**config.mk**
```make
export PLATFORM = sky130hd
export DESIGN_NAME = ysyx_23060221_clint_flat
export DESIGN_NICKNAME = d
export VERILOG_FILES = /design/src/rtl/ysyx_23060221_clint_if.sv /design/src/rtl/ysyx_23060221_clint.sv /design/src/flat_wrapper.sv
export SDC_FILE = /design/constraint.sdc
export NUM_CORES = 1
export LEC_CHECK = 0
export BUFFER_PORTS_ARGS = -buffer_cell sky130_fd_sc_hd__buf_2
export CAP_MARGIN = 20
export CORE_MARGIN = 1
export CORE_UTILIZATION = 25
export CTS_BUF_LIST = sky130_fd_sc_hd__clkbuf_16
export CTS_CLUSTER_DIAMETER = 30
export DETAILED_ROUTE_END_ITERATION = 12
export PLACE_DENSITY = 0.53
export REMOVE_ABC_BUFFERS = 1
export SLEW_MARGIN = 30
export SYNTH_ARGS = -nofsm -noshare
export SYNTH_HDL_FRONTEND = slang
export SYNTH_SLANG_ARGS = --single-unit
```
**constraint.sdc**
```tcl
create_clock -name clk -period 3.9 [get_ports clk]
set_input_delay 0.78 -clock clk [delete_from_list [all_inputs] [get_ports clk]]
set_output_delay 0.78 -clock clk [all_outputs]
set_load 0.005 [all_outputs]
```
**src/rtl/ysyx_23060221_clint_if.sv**
```systemverilog
// AXI4 bus bundle between the arbiter's clint_* port group and the CLINT.
// The master drives requests and write data; the slave drives ready, R and B.
interface ysyx_23060221_clint_if;
  logic        clint_awready;
  logic        clint_awvalid;
  logic [31:0] clint_awaddr;
  logic [3:0]  clint_awid;
  logic [7:0]  clint_awlen;
  logic [2:0]  clint_awsize;
  logic [1:0]  clint_awburst;
  logic        clint_wready;
  logic        clint_wvalid;
  logic [31:0] clint_wdata;
  logic [3:0]  clint_wstrb;
  logic        clint_wlast;
  logic        clint_bready;
  logic        clint_bvalid;
  logic [1:0]  clint_bresp;
  logic [3:0]  clint_bid;
  logic        clint_arready;
  logic        clint_arvalid;
  logic [31:0] clint_araddr;
  logic [3:0]  clint_arid;
  logic [7:0]  clint_arlen;
  logic [2:0]  clint_arsize;
  logic [1:0]  clint_arburst;
  logic        clint_rready;
  logic        clint_rvalid;
  logic [1:0]  clint_rresp;
  logic [31:0] clint_rdata;
  logic        clint_rlast;
  logic [3:0]  clint_rid;

  modport slave (
    output clint_awready, clint_wready, clint_bvalid, clint_bresp, clint_bid,
           clint_arready, clint_rvalid, clint_rresp, clint_rdata, clint_rlast, clint_rid,
    input  clint_awvalid, clint_awaddr, clint_awid, clint_awlen, clint_awsize, clint_awburst,
           clint_wvalid, clint_wdata, clint_wstrb, clint_wlast, clint_bready,
           clint_arvalid, clint_araddr, clint_arid, clint_arlen, clint_arsize, clint_arburst,
           clint_rready
  );

  modport master (
    input  clint_awready, clint_wready, clint_bvalid, clint_bresp, clint_bid,
           clint_arready, clint_rvalid, clint_rresp, clint_rdata, clint_rlast, clint_rid,
    output clint_awvalid, clint_awaddr, clint_awid, clint_awlen, clint_awsize, clint_awburst,
           clint_wvalid, clint_wdata, clint_wstrb, clint_wlast, clint_bready,
           clint_arvalid, clint_araddr, clint_arid, clint_arlen, clint_arsize, clint_arburst,
           clint_rready
  );
endinterface

```
**src/rtl/ysyx_23060221_clint.sv**
```systemverilog
// Core-local interruptor: free-running 64-bit mtime behind an AXI4 slave.
// Reads return a snapshot taken at the AR handshake so low/high never tear.
// Optional CLINT_MTIMECMP_EN adds mtimecmp at +0x8/+0xC and the mtip output.
module ysyx_23060221_clint #(
  parameter logic [31:0] BASE     = 32'h0200_0000,
  parameter int unsigned TICK_DIV = 1
) (
  input  logic                  clk,
  input  logic                  rst,
  ysyx_23060221_clint_if.slave  bus
`ifdef CLINT_MTIMECMP_EN
  ,output logic                 mtip
`endif
);

  typedef enum logic       {R_IDLE, R_DATA}         r_state_t;
  typedef enum logic [1:0] {W_IDLE, W_DATA, W_RESP} w_state_t;

  r_state_t    r_state, r_next;
  w_state_t    w_state, w_next;

  logic [63:0] mtime, mtime_nxt;
  logic [15:0] presc;
  logic        tick;
  logic [63:0] mtimecmp, mtimecmp_nxt;

  logic [31:0] raddr, roff;
  logic [7:0]  rlen, rbeat;
  logic [3:0]  rid_q;
  logic [63:0] snap_t, snap_c;
  logic        rmap, rlast_i;
  logic [31:0] rword;

  logic [31:0] waddr, woff;
  logic [3:0]  bid_q;
  logic        werr, wmap, wbeat;

  // Byte-lane merge of a bus write into an existing 32-bit word.
  function automatic logic [31:0] merge(input logic [31:0] old, input logic [31:0] d,
                                        input logic [3:0] strb);
    logic [31:0] r;
    r = old;
    for (int i = 0; i < 4; i++)
      if (strb[i]) r[8*i +: 8] = d[8*i +: 8];
    return r;
  endfunction

  assign tick = (presc == 16'(TICK_DIV - 1));

  // Prescaler and timer registers; bus writes land on top of the incremented value.
  always_ff @(posedge clk) begin
    if (rst) begin
      presc    <= '0;
      mtime    <= '0;
      mtimecmp <= '1;
    end else begin
      presc    <= tick ? '0 : presc + 16'd1;
      mtime    <= mtime_nxt;
      mtimecmp <= mtimecmp_nxt;
    end
  end

  // Next timer values: increment first, then overlay written bytes.
  always_comb begin
    mtime_nxt    = mtime + {63'b0, tick};
    mtimecmp_nxt = mtimecmp;
    if (wbeat) begin
      case (woff)
        32'h0: mtime_nxt[31:0]  = merge(mtime_nxt[31:0],  bus.clint_wdata, bus.clint_wstrb);
        32'h4: mtime_nxt[63:32] = merge(mtime_nxt[63:32], bus.clint_wdata, bus.clint_wstrb);
`ifdef CLINT_MTIMECMP_EN
        32'h8: mtimecmp_nxt[31:0]  = merge(mtimecmp[31:0],  bus.clint_wdata, bus.clint_wstrb);
        32'hC: mtimecmp_nxt[63:32] = merge(mtimecmp[63:32], bus.clint_wdata, bus.clint_wstrb);
`endif
        default: ;
      endcase
    end
  end

`ifdef CLINT_MTIMECMP_EN
  // Interrupt pending, registered one cycle behind the compare.
  always_ff @(posedge clk) begin
    if (rst) mtip <= 1'b0;
    else     mtip <= (mtime >= mtimecmp);
  end
`endif

  // ---------------- read channel ----------------

  // Read FSM state register.
  always_ff @(posedge clk) begin
    if (rst) r_state <= R_IDLE;
    else     r_state <= r_next;
  end

  // Read FSM next state.
  always_comb begin
    r_next = r_state;
    case (r_state)
      R_IDLE: if (bus.clint_arvalid) r_next = R_DATA;
      R_DATA: if (bus.clint_rready && rlast_i) r_next = R_IDLE;
      default: r_next = R_IDLE;
    endcase
  end

  // Read burst bookkeeping and the coherent snapshot.
  always_ff @(posedge clk) begin
    if (rst) begin
      raddr  <= '0;
      rlen   <= '0;
      rbeat  <= '0;
      rid_q  <= '0;
      snap_t <= '0;
      snap_c <= '0;
    end else if (r_state == R_IDLE && bus.clint_arvalid) begin
      raddr  <= bus.clint_araddr;
      rlen   <= bus.clint_arlen;
      rbeat  <= '0;
      rid_q  <= bus.clint_arid;
      snap_t <= mtime;
      snap_c <= mtimecmp;
    end else if (r_state == R_DATA && bus.clint_rready && !rlast_i) begin
      raddr  <= raddr + 32'd4;
      rbeat  <= rbeat + 8'd1;
    end
  end

  assign roff    = raddr - BASE;
  assign rlast_i = (rbeat == rlen);

  // Decode the current read address into a snapshot word.
  always_comb begin
    rmap  = 1'b0;
    rword = '0;
    case (roff)
      32'h0: begin rmap = 1'b1; rword = snap_t[31:0];  end
      32'h4: begin rmap = 1'b1; rword = snap_t[63:32]; end
`ifdef CLINT_MTIMECMP_EN
      32'h8: begin rmap = 1'b1; rword = snap_c[31:0];  end
      32'hC: begin rmap = 1'b1; rword = snap_c[63:32]; end
`endif
      default: ;
    endcase
  end

  // Read FSM outputs; R signals are pure functions of registered state.
  always_comb begin
    bus.clint_arready = (r_state == R_IDLE);
    bus.clint_rvalid  = (r_state == R_DATA);
    bus.clint_rdata   = (r_state == R_DATA && rmap) ? rword : 32'h0;
    bus.clint_rresp   = (r_state == R_DATA && !rmap) ? 2'b11 : 2'b00;
    bus.clint_rlast   = (r_state == R_DATA) && rlast_i;
    bus.clint_rid     = rid_q;
  end

  // ---------------- write channel ----------------

  // Write FSM state register.
  always_ff @(posedge clk) begin
    if (rst) w_state <= W_IDLE;
    else     w_state <= w_next;
  end

  // Write FSM next state.
  always_comb begin
    w_next = w_state;
    case (w_state)
      W_IDLE: if (bus.clint_awvalid) w_next = W_DATA;
      W_DATA: if (bus.clint_wvalid && bus.clint_wlast) w_next = W_RESP;
      W_RESP: if (bus.clint_bready) w_next = W_IDLE;
      default: w_next = W_IDLE;
    endcase
  end

  assign wbeat = (w_state == W_DATA) && bus.clint_wvalid;
  assign woff  = waddr - BASE;

`ifdef CLINT_MTIMECMP_EN
  assign wmap = (woff == 32'h0) || (woff == 32'h4) || (woff == 32'h8) || (woff == 32'hC);
`else
  assign wmap = (woff == 32'h0) || (woff == 32'h4);
`endif

  // Write address/id capture and sticky error across the burst.
  always_ff @(posedge clk) begin
    if (rst) begin
      waddr <= '0;
      bid_q <= '0;
      werr  <= 1'b0;
    end else begin
      if (w_state == W_IDLE && bus.clint_awvalid) begin
        waddr <= bus.clint_awaddr;
        bid_q <= bus.clint_awid;
      end else if (wbeat) begin
        waddr <= waddr + 32'd4;
      end
      if (wbeat && !wmap) werr <= 1'b1;
      else if (w_state == W_RESP && bus.clint_bready) werr <= 1'b0;
    end
  end

  // Write FSM outputs.
  always_comb begin
    bus.clint_awready = (w_state == W_IDLE);
    bus.clint_wready  = (w_state == W_DATA);
    bus.clint_bvalid  = (w_state == W_RESP);
    bus.clint_bresp   = (w_state == W_RESP && werr) ? 2'b11 : 2'b00;
    bus.clint_bid     = bid_q;
  end

  // Only 32-bit beats are supported; flag anything else in simulation.
  always_ff @(posedge clk) begin
    if (!rst && r_state == R_IDLE && bus.clint_arvalid) assert (bus.clint_arsize == 3'b010);
    if (!rst && w_state == W_IDLE && bus.clint_awvalid) assert (bus.clint_awsize == 3'b010);
  end

  // Burst type and write length are implied by INCR and wlast.
  logic unused_ok;
  assign unused_ok = ^{bus.clint_awlen, bus.clint_awburst, bus.clint_arburst, snap_c};

endmodule

```
**src/flat_wrapper.sv**
```systemverilog
// flat-port wrapper written by rule: the top's interface ports become plain ports
module ysyx_23060221_clint_flat 
#(
  parameter logic [31:0] BASE     = 32'h0200_0000,
  parameter int unsigned TICK_DIV = 1
)
  (clk, rst, bus_clint_awready, bus_clint_wready, bus_clint_bvalid, bus_clint_bresp, bus_clint_bid, bus_clint_arready, bus_clint_rvalid, bus_clint_rresp, bus_clint_rdata, bus_clint_rlast, bus_clint_rid, bus_clint_awvalid, bus_clint_awaddr, bus_clint_awid, bus_clint_awlen, bus_clint_awsize, bus_clint_awburst, bus_clint_wvalid, bus_clint_wdata, bus_clint_wstrb, bus_clint_wlast, bus_clint_bready, bus_clint_arvalid, bus_clint_araddr, bus_clint_arid, bus_clint_arlen, bus_clint_arsize, bus_clint_arburst, bus_clint_rready);
  ysyx_23060221_clint_if bus_i ();
  input  logic clk;
  input  logic rst;
  output wire logic [$bits(bus_i.clint_awready)-1:0] bus_clint_awready;
  output wire logic [$bits(bus_i.clint_wready)-1:0] bus_clint_wready;
  output wire logic [$bits(bus_i.clint_bvalid)-1:0] bus_clint_bvalid;
  output wire logic [$bits(bus_i.clint_bresp)-1:0] bus_clint_bresp;
  output wire logic [$bits(bus_i.clint_bid)-1:0] bus_clint_bid;
  output wire logic [$bits(bus_i.clint_arready)-1:0] bus_clint_arready;
  output wire logic [$bits(bus_i.clint_rvalid)-1:0] bus_clint_rvalid;
  output wire logic [$bits(bus_i.clint_rresp)-1:0] bus_clint_rresp;
  output wire logic [$bits(bus_i.clint_rdata)-1:0] bus_clint_rdata;
  output wire logic [$bits(bus_i.clint_rlast)-1:0] bus_clint_rlast;
  output wire logic [$bits(bus_i.clint_rid)-1:0] bus_clint_rid;
  input wire logic [$bits(bus_i.clint_awvalid)-1:0] bus_clint_awvalid;
  input wire logic [$bits(bus_i.clint_awaddr)-1:0] bus_clint_awaddr;
  input wire logic [$bits(bus_i.clint_awid)-1:0] bus_clint_awid;
  input wire logic [$bits(bus_i.clint_awlen)-1:0] bus_clint_awlen;
  input wire logic [$bits(bus_i.clint_awsize)-1:0] bus_clint_awsize;
  input wire logic [$bits(bus_i.clint_awburst)-1:0] bus_clint_awburst;
  input wire logic [$bits(bus_i.clint_wvalid)-1:0] bus_clint_wvalid;
  input wire logic [$bits(bus_i.clint_wdata)-1:0] bus_clint_wdata;
  input wire logic [$bits(bus_i.clint_wstrb)-1:0] bus_clint_wstrb;
  input wire logic [$bits(bus_i.clint_wlast)-1:0] bus_clint_wlast;
  input wire logic [$bits(bus_i.clint_bready)-1:0] bus_clint_bready;
  input wire logic [$bits(bus_i.clint_arvalid)-1:0] bus_clint_arvalid;
  input wire logic [$bits(bus_i.clint_araddr)-1:0] bus_clint_araddr;
  input wire logic [$bits(bus_i.clint_arid)-1:0] bus_clint_arid;
  input wire logic [$bits(bus_i.clint_arlen)-1:0] bus_clint_arlen;
  input wire logic [$bits(bus_i.clint_arsize)-1:0] bus_clint_arsize;
  input wire logic [$bits(bus_i.clint_arburst)-1:0] bus_clint_arburst;
  input wire logic [$bits(bus_i.clint_rready)-1:0] bus_clint_rready;
  assign bus_clint_awready = bus_i.clint_awready;
  assign bus_clint_wready = bus_i.clint_wready;
  assign bus_clint_bvalid = bus_i.clint_bvalid;
  assign bus_clint_bresp = bus_i.clint_bresp;
  assign bus_clint_bid = bus_i.clint_bid;
  assign bus_clint_arready = bus_i.clint_arready;
  assign bus_clint_rvalid = bus_i.clint_rvalid;
  assign bus_clint_rresp = bus_i.clint_rresp;
  assign bus_clint_rdata = bus_i.clint_rdata;
  assign bus_clint_rlast = bus_i.clint_rlast;
  assign bus_clint_rid = bus_i.clint_rid;
  assign bus_i.clint_awvalid = bus_clint_awvalid;
  assign bus_i.clint_awaddr = bus_clint_awaddr;
  assign bus_i.clint_awid = bus_clint_awid;
  assign bus_i.clint_awlen = bus_clint_awlen;
  assign bus_i.clint_awsize = bus_clint_awsize;
  assign bus_i.clint_awburst = bus_clint_awburst;
  assign bus_i.clint_wvalid = bus_clint_wvalid;
  assign bus_i.clint_wdata = bus_clint_wdata;
  assign bus_i.clint_wstrb = bus_clint_wstrb;
  assign bus_i.clint_wlast = bus_clint_wlast;
  assign bus_i.clint_bready = bus_clint_bready;
  assign bus_i.clint_arvalid = bus_clint_arvalid;
  assign bus_i.clint_araddr = bus_clint_araddr;
  assign bus_i.clint_arid = bus_clint_arid;
  assign bus_i.clint_arlen = bus_clint_arlen;
  assign bus_i.clint_arsize = bus_clint_arsize;
  assign bus_i.clint_arburst = bus_clint_arburst;
  assign bus_i.clint_rready = bus_clint_rready;
  ysyx_23060221_clint #(.BASE(BASE), .TICK_DIV(TICK_DIV)) u_core (.clk(clk), .rst(rst), .bus(bus_i));
endmodule
```
==> impl_metrics.json <==
{
  "wirelength_um": 36400,
  "area_growth_pct": 32.8,
  "setup_violations": 0,
  "synth_top_family_by_area": "simple AND/OR/NAND/NOR gates",
  "fin_nets": 1790,
  "drtIter0Drc": 729,
  "clk_latency_ns": 0.56,
  "hold_ws_ns": 0.442,
  "clock_skew_ns": 0.0213,
  "root_buffer": "clkbuf_16",
  "die_y_um": 217,
  "numPortBuffers": 173,
  "ff2ff_path_depth": 13,
  "syn_inst": 1461,
  "hold_class": "input port to flip-flop",
  "synth_top_cell_by_area": "dfxtp_1",
  "firstDrtPassIters": 5,
  "multi_input_area_um2": 6410,
  "finalCriticalPeriod_ns": 3.67,
  "hold_buffers": 0,
  "die_area_um2": 47000,
  "period_share_pct": 94.2,
  "vdd_ir_drop_max_v": 0.000430,
  "synth-edff-count": 0,
  "hold_viol": 0,
  "maxCapViolCount": 0,
  "dp_worst_setup_slack_ns": 0.625,
  "core_um2": 45500,
  "grt_usage_pct": 15.5,
  "yosysWarnings": 0,
  "crit_path_start_kind": "flip-flop",
  "status": "finished, final reports clean",
  "rsz0062_at_grt": "false",
  "rows": 78,
  "start_util_pct": 25.4,
  "fp.dieW_um": 217,
  "drc_errors": 0,
  "power.density_nw_per_um2": 556,
  "synth_top_area_share_pct": 41.0,
  "timing.slew.headroom_pct": 40.4,
  "viasPerCell": 4.75,
  "drive_gt1_share_pct": 18.0,
  "stdcell_area_um2": 15300,
  "place_congestion": 0.871,
  "ys_types": 45,
  "crit_type": "flip-flop to output port",
  "worst_pin_slew_ns": 0.886,
  "clkSinkCount": 236,
  "post_cts_buffers": 0,
  "ioPinCount": 192,
  "numCtsBuffers": 66,
  "dpl.hpwl_um": 25100,
  "p_leak_nw": 5.42,
  "yosysMostFrequentCell": "dfxtp_1",
  "muxShareOfSynthArea_pct": 0.174,
  "ys_top_cells_by_area": "dfxtp_1 41%, nand2_1 7.6%, nor2_1 6.7%",
  "grt_pass1_wl_um": 57700,
  "ant_nets": 0,
  "crit_fanout": 33,
  "worstHoldPathCells": 2,
  "cts_tree": "done",
  "syn_area_per_cell_um2": 7.89,
  "synth_fa_ha_area_share_pct": 1.63,
  "synth_compound_area_share_pct": 14.8,
  "ys_seq_elements": 236,
  "wl_per_cell_um": 15.9,
  "post-route-util_pct": 33.7,
  "reg2reg_from": "u_core.presc[0]",
  "worst_slack_ns": 0.226,
  "vias": 10900,
  "fin_tns_setup_ns": 0,
  "htree_levels": 3,
  "r2r_setup_slack_ns": 0.65,
  "fmax_mhz": 272,
  "worstPathRequired_ns": 3.12,
  "clockBufferDepth": 3,
  "seq_area_frac_synth_pct": 41.0,
  "postSynth.asyncResetShare_pct": 0,
  "reg2reg_to": "u_core.mtime[62]",
  "ys_top_cells_by_count": "236 x dfxtp_1, 233 x nand2_1, 207 x nor2_1",
  "fillers": 4853,
  "worst_setup_path_end_kind": "output port",
  "critPathCapture": "bus_clint_rdata[4]",
  "clkTransAtPathRegs_ns": 0.04,
  "synthSimpleGateAreaFrac_pct": 27.9,
  "synth_xor_area_share_pct": 10.8,
  "placed_area_um2": 13000,
  "grt_pass1_vias": 10800,
  "seq_area_um2": 4720,
  "antenna_found_initial": 7,
  "yosys_most_used_dff": "dfxtp_1",
  "cp-startpoint": "u_core.raddr[25]",
  "syn_area_um2": 11500,
  "crit_arrival_ns": 2.89,
  "cts_resized": 0,
  "slew_violations": 0,
  "grt_max_degree": 88,
  "grt-ovfl-total": 0
}
[worst min-delay path by stage]
stage | slack, ns | end | from
finish | 0.44 | u_core.mtime[62] | bus_clint_wdata[30]
global route | 0.43 | u_core.mtime[62] | bus_clint_wdata[30]
CTS | 0.41 | u_core.mtime[62] | bus_clint_wdata[30]
detailed placement | 0.45 | u_core.snap_t[2] | u_core.snap_t[2]
global placement | 0.44 | u_core.bus.clint_bid[1] | u_core.bus.clint_bid[1]
floorplan | 0.43 | u_core.raddr[0] | u_core.raddr[0]
[critical path: stages, from the launching register on]
cell and delay, ns:
dfxtp_1 0.37, inv_1 0.09, ha_1 0.29, nor4b_1 0.23
nand4_1 0.13, nor3_1 0.25, and2_1 0.24, buf_12 0.24
a22oi_1 0.11, nor2_1 0.22, buf_2 0.17
[cell families after synthesis]
family,count (synthesis)
AOI/OAI and AO/OA,256
xor gates and xnor gates,142
and+or+nand+nor,697
buffers and inverters,113
adders and majority gates,15
DFF,236
muxes,2
[sequential cells by signal, indices dropped and copies added, names as in the netlist]
name and cells:
u_core.rlen 8, u_core.werr 1, u_core.bus.clint_bid 4, u_core.w_state 2, u_core.presc 16, u_core.bus.clint_rvalid 1, u_core.bus.clint_rid 4, u_core.snap_t 64
u_core.rbeat 8, u_core.raddr 32, u_core.waddr 32, u_core.mtime 64
[metal layers]
layer	GRT usage (%)	share of wire (%)	up-vias
met2	25.6	47	291
met3	4.61	6.6	65
met1	19.3	45	4991
li1	-	-	5501
met5	0	0.11	-
met4	4.51	1.7	6
[layout by cell type (no fill, tap or decap), types with 3 or more instances in the layout]
master and count:
a211oi_1 102, a21oi_1 91, a22oi_1 36, a311oi_1 5, and2_1 9, and3_1 17, and4_1 11, buf_12 5
buf_2 172, buf_4 11, bufinv_16 12, clkbuf_16 69, clkinv_1 12, clkinv_2 11, dfxtp_1 236, diode_2 3
ha_1 15, inv_1 35, nand2_1 231, nand3_1 67, nand4_1 50, nor2_1 207, nor2b_1 3, nor3_1 38
nor4_1 30, nor4_2 6, nor4b_1 6, o21ai_0 4, o2bb2ai_1 8, or2_2 3, or3_1 6, or4_1 4
xnor2_1 79, xor2_1 63
[power by group]
part / total, mW / switching [mW] / leakage, nW / internal, mW
Sequential: 2.58 / 0.0832 / 1.92 / 2.50
Combinational: 0.449 / 0.274 / 2.36 / 0.175
Clock: 5.48 / 1.55 / 1.14 / 3.93
[metrics by stage]
step | std cells | total power [mW]
after floorplan | 1376 | 2.84
after global placement | 2165 | 3.07
after detailed placement | 2165 | 3.07
after CTS | 2282 | 8.63
after global routing | 2282 | 8.82
final | 2285 | 8.51
[area by class of cell]
| cell class | count | area share, % |
|---|---|---|
| Clock inverter | 48 | 3.47 |
| Clock buffer | 69 | 11.3 |
| Timing Repair Buffer | 189 | 6.89 |
| Multi-Input combinational cell | 1112 | 41.9 |
| Inverter | 28 | 0.686 |
| Antenna cell | 3 | 0.0490 |
| Sequential cell | 236 | 30.9 |
| Tap cell | 600 | 4.90 |
Note: power is estimated with default switching activity, not from simulation.
